--- src/rtl/phase_scheduler.sv ---
// Demand-driven two-road signal-phase controller.
// Sequences G1 -> Y1 -> AR1 -> G2 -> Y2 -> AR2 -> G1. Green length scales with
// the own-road queue (saturated at MAX_GREEN), ends early on gap-out, and rests
// in green indefinitely while the other road has no demand. All state and
// outputs advance only on clk edges where tick=1, except the phase_end pulse,
// which lasts exactly one clk cycle.
module phase_scheduler #(
    parameter int CW        = 8,
    parameter int TW        = 8,
    parameter int MIN_GREEN = 5,
    parameter int MAX_GREEN = 30,
    parameter int PER_CAR   = 2,
    parameter int YELLOW    = 3,
    parameter int ALL_RED   = 1
) (
    input  logic          clk,
    input  logic          rst_n,
    input  logic          tick,
    input  logic [CW-1:0] q1,
    input  logic [CW-1:0] q2,
    output logic          g1,
    output logic          y1,
    output logic          r1,
    output logic          g2,
    output logic          y2,
    output logic          r2,
    output logic [TW-1:0] t_rem,
    output logic [2:0]    phase,
    output logic          phase_end
);

    // Phase codes; 6 and 7 are unused and recover to AR2.
    localparam logic [2:0] PH_G1  = 3'd0;
    localparam logic [2:0] PH_Y1  = 3'd1;
    localparam logic [2:0] PH_AR1 = 3'd2;
    localparam logic [2:0] PH_G2  = 3'd3;
    localparam logic [2:0] PH_Y2  = 3'd4;
    localparam logic [2:0] PH_AR2 = 3'd5;

    // Green duration arithmetic is wide enough that MIN + PER_CAR*q never wraps.
    localparam int GW = TW + CW + 2;

    localparam logic [TW-1:0] T_ONE     = TW'(1);
    localparam logic [TW-1:0] T_YELLOW  = TW'(YELLOW);
    localparam logic [TW-1:0] T_ALL_RED = TW'(ALL_RED);
    localparam logic [TW-1:0] T_MAX     = TW'(MAX_GREEN);
    localparam logic [TW-1:0] T_EL_SAT  = {TW{1'b1}};
    // Stored elapsed excludes the tick being processed, so gap-out is allowed
    // once the stored count reaches MIN_GREEN-1 (current tick makes MIN_GREEN).
    localparam logic [TW-1:0] T_GAP     = TW'(MIN_GREEN - 1);

    // Lamp vector order: {g1, y1, r1, g2, y2, r2}.
    localparam logic [5:0] L_G1 = 6'b100_001;
    localparam logic [5:0] L_Y1 = 6'b010_001;
    localparam logic [5:0] L_AR = 6'b001_001;
    localparam logic [5:0] L_G2 = 6'b001_100;
    localparam logic [5:0] L_Y2 = 6'b001_010;

    // Green load for a given queue: MIN_GREEN + PER_CAR*q, saturated to MAX_GREEN.
    function automatic logic [TW-1:0] green_load(input logic [CW-1:0] q);
        logic [GW-1:0] full;
        full = GW'(MIN_GREEN) + GW'(PER_CAR) * GW'(q);
        if (full > GW'(MAX_GREEN)) begin
            return T_MAX;
        end
        return full[TW-1:0];
    endfunction

    // Lamp decode; illegal codes show all-red like AR2.
    function automatic logic [5:0] lamp_decode(input logic [2:0] ph);
        logic [5:0] l;
        case (ph)
            PH_G1:   l = L_G1;
            PH_Y1:   l = L_Y1;
            PH_G2:   l = L_G2;
            PH_Y2:   l = L_Y2;
            default: l = L_AR;
        endcase
        return l;
    endfunction

    // State registers.
    logic [2:0]    r_phase;
    logic [TW-1:0] r_t_rem;
    logic [TW-1:0] r_elapsed;
    logic          r_rest;
    logic          r_phase_end;
    logic [5:0]    r_lamps;

    // Combinational next-state and helpers.
    logic [TW-1:0] w_gload1;
    logic [TW-1:0] w_gload2;
    logic [2:0]    w_succ;
    logic [TW-1:0] w_succ_load;
    logic          w_in_green;
    logic          w_own_busy;
    logic          w_other_wait;
    logic [2:0]    w_phase_nxt;
    logic [TW-1:0] w_t_rem_nxt;
    logic [TW-1:0] w_elapsed_nxt;
    logic          w_rest_nxt;
    logic          w_enter;

    assign w_gload1 = green_load(q1);
    assign w_gload2 = green_load(q2);

    assign w_in_green   = (r_phase == PH_G1) || (r_phase == PH_G2);
    assign w_own_busy   = (r_phase == PH_G2) ? (q2 != '0) : (q1 != '0);
    assign w_other_wait = (r_phase == PH_G2) ? (q1 != '0) : (q2 != '0);

    // Successor of the current phase and the duration it loads on entry.
    always_comb begin
        // NOTE: every signal driven here gets a default first, so no path
        // leaves it unassigned and no latch is inferred.
        w_succ      = PH_G1;
        w_succ_load = w_gload1;
        case (r_phase)
            PH_G1: begin
                w_succ      = PH_Y1;
                w_succ_load = T_YELLOW;
            end
            PH_Y1: begin
                w_succ      = PH_AR1;
                w_succ_load = T_ALL_RED;
            end
            PH_AR1: begin
                w_succ      = PH_G2;
                w_succ_load = w_gload2;
            end
            PH_G2: begin
                w_succ      = PH_Y2;
                w_succ_load = T_YELLOW;
            end
            PH_Y2: begin
                w_succ      = PH_AR2;
                w_succ_load = T_ALL_RED;
            end
            default: begin
                w_succ      = PH_G1;
                w_succ_load = w_gload1;
            end
        endcase
    end

    // Per-tick phase decision: countdown, rest-in-green, gap-out, advance.
    always_comb begin
        logic advance;
        advance       = 1'b0;
        w_phase_nxt   = r_phase;
        w_t_rem_nxt   = r_t_rem;
        w_elapsed_nxt = r_elapsed;
        w_rest_nxt    = r_rest;
        w_enter       = 1'b0;

        if (r_phase > PH_AR2) begin
            // Corrupted code: recover to all-red on the next clk, tick or not.
            w_phase_nxt   = PH_AR2;
            w_t_rem_nxt   = T_ALL_RED;
            w_elapsed_nxt = '0;
            w_rest_nxt    = 1'b0;
            w_enter       = 1'b1;
        end else if (tick) begin
            if (w_in_green) begin
                if ((r_t_rem == T_ONE) || r_rest) begin
                    // Timed out or resting: leave only if the other road waits.
                    if (w_other_wait) begin
                        advance = 1'b1;
                    end else begin
                        w_rest_nxt  = 1'b1;
                        w_t_rem_nxt = '0;
                    end
                end else if ((r_elapsed >= T_GAP) && !w_own_busy && w_other_wait) begin
                    // Gap-out: own road emptied after minimum green.
                    advance = 1'b1;
                end else begin
                    w_t_rem_nxt   = r_t_rem - T_ONE;
                    w_elapsed_nxt = (r_elapsed == T_EL_SAT) ? r_elapsed : r_elapsed + T_ONE;
                end
            end else if (r_t_rem > T_ONE) begin
                // Yellow and all-red simply run down; queues are ignored.
                w_t_rem_nxt = r_t_rem - T_ONE;
            end else begin
                advance = 1'b1;
            end

            if (advance) begin
                w_phase_nxt   = w_succ;
                w_t_rem_nxt   = w_succ_load;
                w_elapsed_nxt = '0;
                w_rest_nxt    = 1'b0;
                w_enter       = 1'b1;
            end
        end
    end

    // Register phase state and outputs; phase_end clears on the next clk.
    always_ff @(posedge clk or negedge rst_n) begin
        if (!rst_n) begin
            r_phase     <= PH_AR2;
            r_t_rem     <= T_ALL_RED;
            r_elapsed   <= '0;
            r_rest      <= 1'b0;
            r_phase_end <= 1'b0;
            r_lamps     <= L_AR;
        end else begin
            // NOTE: non-blocking assignments so every register samples the
            // pre-edge values, independent of statement order.
            r_phase     <= w_phase_nxt;
            r_t_rem     <= w_t_rem_nxt;
            r_elapsed   <= w_elapsed_nxt;
            r_rest      <= w_rest_nxt;
            r_phase_end <= w_enter;
            r_lamps     <= lamp_decode(w_phase_nxt);
        end
    end

    assign {g1, y1, r1, g2, y2, r2} = r_lamps;
    assign t_rem     = r_t_rem;
    assign phase     = r_phase;
    assign phase_end = r_phase_end;

endmodule

--- config.mk ---
export PLATFORM = sky130hd
export DESIGN_NAME = phase_scheduler
export DESIGN_NICKNAME = d
export VERILOG_FILES = /design/src/rtl/phase_scheduler.sv
export SDC_FILE = /design/constraint.sdc
export NUM_CORES = 1
export LEC_CHECK = 0
export ABC_AREA = 1
export CORE_MARGIN = 4
export CORE_UTILIZATION = 40
export DETAILED_ROUTE_END_ITERATION = 8
export SLEW_MARGIN = 25
export SYNTH_ARGS = -nofsm -noshare
export SYNTH_HDL_FRONTEND = slang
export SYNTH_SLANG_ARGS = --single-unit
export TNS_END_PERCENT = 1
--- constraint.sdc ---
create_clock -name clk -period 2.4 [get_ports clk]
set_clock_uncertainty 0.2 [all_clocks]
set_input_delay 0.48 -clock clk [delete_from_list [all_inputs] [get_ports clk]]
set_output_delay 0.48 -clock clk [all_outputs]
set_load 0.05 [all_outputs]
==> results.yml, run 1 <==
layout:
  layout-drive-gt1-share_pct: 20.3
  areaGrowthSynthToFinish_pct: 31.6
  nNetsFinal: 363
  fin_area_um2: 2620
  fill_cells: 479
  multiInputGateArea_um2: 1140
  n_antenna_cell: 0
  register_area_um2: 682
clock_network:
  cts_buffers: 3
  insertion_delay_ps: 270
  cts_tree: "done"
  clk_pin_slew_ps: 90
  root_buffer: "clkbuf_8"
  cts_num_sinks: 27
  cts_setup_buffers: 0
  holdBufCountCts: 0
  cts.htree.levels: 1
  clockBufferDepth: 2
floorplanning:
  coreArea_um2: 4790
  die_w_um: 78.6
  rows: 25
  ios: 37
  dieArea_um2: 6170
  die_h_um: 78.6
  start_util_pct: 41.6
run_status:
  outcome: "finished, final reports clean"
placement:
  io_buffers: 36
  dp_slack_ps: -138
  dp_hpwl_um: 3580
  gp_congestion: 0.772
  dpl_cell_area_um2: 2570
routing:
  drt-pass1-iter-count: 4
  ant_nets: 0
  wirelength_um: 4240
  wl_per_cell_um: 10.5
  viasPerCell: 4.59
  first_iter_violations: 62
  route.detailed.drc: 0
  vias: 1846
grt:
  grt_pass1_wl_um: 7470
  first_global_vias: 1722
  antenna_found_initial: 0
  gr-total-overflow: 0
  grt_usage_pct: 14.9
  grt_max_degree: 28
power_and_ir_drop:
  powerDensity_nw_per_um2: 1300
  vdd_ir_drop_max_uv: 556
  p_leak_nw: 1.28
synth:
  synthSimpleGateAreaFrac_pct: 36.8
  syn_avg_cell_area_um2: 7.22
  netlist_area_um2: 1990
  synth.distinct_cells: 33
  synth_nets: 303
  synth_top_area_share_pct: 27.6
  ys_warn_count: 0
  syn-instance-count: 276
  synth_xor_area_share_pct: 6.97
  synth-compound-area-share_pct: 8.35
  synth_fa_ha_area_share_pct: 5.03
  synthMuxAreaShare_pct: 0
  synth.yosys.seq_area_share_pct: 34.2
  synth_area_leaders: "dfrtp_1 28%, nand2_1 10%, nor2_1 8.9%"
  yosysTopAreaCell: "dfrtp_1"
  synth_top_family_by_area: "simple AND/OR/NAND/NOR gates"
  ys_ff_latch: 27
setup_path:
  slowest_delay_ps: 800
  path_delay_family: "buffers and inverters"
  cp_cell_sequence: "clkdlybuf4s50_1"
  arrival_ps: 1590
  endpoint_kind: "output pin"
  worst-path-max-fanout: 1
  worst-setup-path-type: "flip-flop to output pin"
  crit_buf_inv: 1
  critPathLaunchType: "flip-flop"
  cp_slowest_cell: "clkdlybuf4s50_1"
  required_ps: 1720
sta:
  layout_worst_path_cycle_share_pct: 94.6
  min_period_ps: 2270
  finalSetupViolations: 0
  worst_slack_ps: 130
  tns_ps: 0
  hold_viol_final: 0
  report.final.slew_viol_count: 0
  max_clock_freq_mhz: 441
  rsz0062_at_grt: "yes"
  worst_pin_slew_ps: 513
  slew_headroom_pct: 65.7
job:
  drv_cap: 0
min_path:
  hp-class: "flip-flop to flip-flop"
-- state kept, by name, summed over array words and instances (netlist names) --
signal / count
r_elapsed: 8
t_rem: 8
r_lamps: 6
phase: 3
phase_end: 1
r_rest: 1
-- final timing paths --
kind	start	cells past startpoint	slack (ps)	end
hold / removal	t_rem[0]	2	340	t_rem[0]
setup / recovery	r_lamps[0]	1	130	r2
hold reg to reg	t_rem[0]	2	340	t_rem[0]
min in group asynchronous	rst_n	2	380	t_rem[7]
max in group asynchronous	rst_n	2	1300	phase[2]
setup reg to reg	t_rem[0]	13	210	r_elapsed[5]
-- placed cells by master (no fill, tap or decap), types with 4 or more instances in the layout --
cell type / instances
nand2_1: 54
nor2_1: 46
inv_1: 32
clkdlybuf4s50_1: 32
buf_4: 24
dfrtp_1: 22
nand3_1: 20
o21ai_0: 10
xor2_1: 10
inv_2: 8
ha_1: 8
nor2_2: 7
nand2_2: 7
a21oi_1: 5
nand3_2: 5
o21ai_1: 5
dfstp_2: 5
nor3_1: 4
xnor2_1: 4
-- metal layers --
metal / up-vias / part of all wire [%] / GRT usage, %
li1: 998 / - / -
met1: 818 / 48 / 19.9
met2: 25 / 48 / 25.2
met3: 5 / 2.7 / 1.72
met4: 0 / 1.3 / 4.20
met5: - / 0 / 0
-- cell usage after synthesis --
cell      instances
nand2_1          54
nor2_1           47
inv_1            32
dfrtp_1          22
nand3_1          20
o21ai_0          12
xor2_1           10
ha_1              8
inv_2             8
nand2_2           7
nor2_2            6
a21oi_1           5
dfstp_2           5
nand3_2           5
nor3_1            4
xnor2_1           4
a31oi_1           3
nand4_1           3
nor2_4            3
o21ai_1           3
buf_4             2
o211ai_1          2
a21oi_2           1
and3_1            1
inv_4             1
nand3b_1          1
nand4_2           1
nor3_2            1
nor3b_1           1
o21ai_4           1
o31ai_1           1
or3_1             1
xnor2_2           1
-- cells by family after synthesis --
| kind of cell | count (synthesis) |
|---|---|
| AND/OR/NAND/NOR | 155 |
| buffers and inverters | 43 |
| AO/OA/AOI/OAI | 28 |
| flip-flops | 27 |
| XOR/XNOR | 15 |
| adder cells (fa/ha/maj) | 8 |
-- what timing repair did --
item,in CTS,in global routing
gates resized for setup,0,4
setup endpoints to repair,0,19
endpoints found under the hold margin,0,0
-- area by class of cell --
class,instances,share of cell area [%]
Tap cell,67,3.20
Multi-Input combinational cell,206,43.5
Clock buffer,4,1.72
Sequential cell,27,26.0
Inverter,41,5.97
Timing Repair Buffer,57,19.6
-- per-stage QoR --
step / cells / utilization (%) / hold WS, ps / power, mW
after CTS: 402 / 54.7 / 339 / 3.43
after global placement: 398 / 53.7 / 320 / 3.16
final: 402 / 54.8 / 338 / 3.40
after floorplan: 276 / - / -15.6 / 2.50
after detailed placement: 398 / 53.7 / 325 / 3.17
after global routing: 402 / 54.8 / 362 / 3.70
-- report_power, final --
part           internal, mW  switching, mW
combinational         0.845           1.51
sequential            0.639          0.145
clock                 0.119          0.139
total                  1.60           1.80
Power figures use the tool's default switching activity.
==> inputs of run 2 (changes only) <==
CORE_ASPECT_RATIO = 1.25   (was unset)
==> run 2 against run 1 <==
Compared with the run above:
- non-clock buffer count is 2 higher
- cell area is 0.95% higher
- count of clock-buffer cells in the layout stayed put
- power is 1.7% higher
- setup slack better by 13 ps
- die area is 0.11% higher
- sequential share of layout area is 0.25 points lower
- critical path depth stayed put
- highest routed layer unchanged
==> results.yml, run 2 (same netlist as run 1, synthesis figures left out) <==
floorplanning:
  rows: 28
  dieArea_um2: 6180
  start_util_pct: 41.8
  die_h_um: 86.9
  die_w_um: 71.1
  ios: 37
  coreArea_um2: 4760
power_and_ir_drop:
  p_total_mw: 3.46
  vdd_ir_drop_max_uv: 450
  power_switching_mw: 1.81
  power_frac_seq_pct: 22.7
  intPower_mw: 1.64
  p_leak_nw: 1.30
  powerDensity_nw_per_um2: 1310
  comb_power_share_pct: 70.2
  power_frac_clock_pct: 7.1
  swShare_pct: 52.5
job:
  drv_cap: 0
routing:
  wl_per_cell_um: 10.8
  viasPerCell: 4.65
  wirelength_um: 4290
  route.detailed.drc: 0
  ant_nets: 0
  vias: 1846
  drt-pass1-iter-count: 5
  first_iter_violations: 61
setup_path:
  required_ps: 1720
  crit_buf_inv: 1
  endpoint_kind: "output pin"
  cp_cell_sequence: "clkdlybuf4s50_1"
  arrival_ps: 1580
  slowest_delay_ps: 790
  critPathLaunchType: "flip-flop"
  worst-path-max-fanout: 1
  cp_slowest_cell: "clkdlybuf4s50_1"
  worst-setup-path-type: "flip-flop to output pin"
  path_delay_family: "buffers and inverters"
grt:
  first_global_vias: 1753
  antenna_found_initial: 0
  grt_max_degree: 28
  grt_pass1_wl_um: 7180
  grt_usage_pct: 14.3
  gr-total-overflow: 0
clock_network:
  cts_num_sinks: 27
  root_buffer: "clkbuf_8"
  cts.htree.levels: 1
  clockBufferDepth: 2
  insertion_delay_ps: 270
  cts_tree: "done"
  cts_buffers: 3
  clk_pin_slew_ps: 90
sta:
  min_period_ps: 2260
  report.final.slew_viol_count: 0
  worst_pin_slew_ps: 503
  max_clock_freq_mhz: 443
  layout_worst_path_cycle_share_pct: 94.0
  hold_viol_final: 0
  slew_headroom_pct: 66.3
  tns_ps: 0
  finalSetupViolations: 0
  whs_ps: 333
  worst_slack_ps: 144
  rsz0062_at_grt: "yes"
layout:
  multiInputGateArea_um2: 1160
  areaGrowthSynthToFinish_pct: 32.9
  fill_cells: 487
  register_area_um2: 682
  n_antenna_cell: 0
  most-common-layout-cells: "54 x nand2_1, 46 x nor2_1, 32 x inv_1"
  final_common_cell: "nand2_1"
  nNetsFinal: 365
  layout-drive-gt1-share_pct: 21.4
placement:
  gp_congestion: 0.845
  io_buffers: 36
  dp_slack_ps: -152
  dp_hpwl_um: 3610
run_status:
  outcome: "finished, final reports clean"
min_path:
  hp-class: "flip-flop to flip-flop"
[run 2: changes by cell type in the layout (fill, tap and decap cells not counted)]
cell and change:
a21oi_1 -1, a21oi_2 +1, buf_4 +3, clkdlybuf4s50_1 -1
nand2_2 -1, nand2_4 +1, nand3_2 -1, nand3_4 +1
nor2_2 -1, nor2_4 +1, o21ai_0 +2, o21ai_1 -2
[run 2: layer usage]
| layer | global-route usage (%) | part of all wire, % | vias to the layer above |
|---|---|---|---|
| met1 | 16.7 | 44 | 818 |
| met5 | 0 | 0 | - |
| met2 | 27.3 | 53 | 30 |
| met4 | 4.10 | 0.89 | 0 |
| li1 | - | - | 996 |
| met3 | 1.15 | 2.5 | 2 |
[run 2: tightest hold or removal path: stages, from the launching register on]
cell,delay [ps]
dfstp_2,400
nor2_1,100
a31oi_1,40
[run 2: power groups by stage]
| stage | logic (mW) | clock network, mW | registers (mW) |
|---|---|---|---|
| after floorplan | 1.35 | 0 | 1.15 |
| after global placement | 2.36 | 0 | 0.793 |
| after detailed placement | 2.37 | 0 | 0.795 |
| after CTS | 2.37 | 0.257 | 0.788 |
| after global routing | 2.69 | 0.268 | 0.812 |
| final | 2.43 | 0.246 | 0.783 |
[run 2: final timing paths]
| kind | from | end | slack [ps] | cells past startpoint |
|---|---|---|---|---|
| max | r_lamps[0] | r2 | 140 | 1 |
| min | t_rem[0] | t_rem[0] | 330 | 2 |
| max reg2reg | t_rem[0] | t_rem[5] | 250 | 13 |
| min reg2reg | t_rem[0] | t_rem[0] | 330 | 2 |
| max in group asynchronous | rst_n | phase[2] | 1310 | 2 |
| min in group asynchronous | rst_n | t_rem[4] | 380 | 2 |
[run 2: cell type report]
cell class,instances,share of cell area [%]
multi-input cells,206,43.9
inverters,41,5.91
flip-flops and latches,27,25.8
clock buffers,4,1.70
well taps,60,2.84
repair buffers,59,19.9
[run 2: what timing repair did]
item	CTS	global route
setup endpoints to repair	0	19
hold buffers	0	0
hold endpoints to repair	0	0
resized for setup	0	6
buffers inserted	0	1
[run 2: per-stage QoR]
| step | cell area, µm² | cells | util, % |
|---|---|---|---|
| 5_1_grt | 2650 | 397 | 55.5 |
| 2_1_floorplan | 1990 | 276 | - |
| 4_1_cts | 2610 | 396 | 54.8 |
| 3_3_place_gp | 2570 | 392 | 53.9 |
| 3_5_place_dp | 2570 | 392 | 53.9 |
| 6_report | 2650 | 397 | 55.5 |
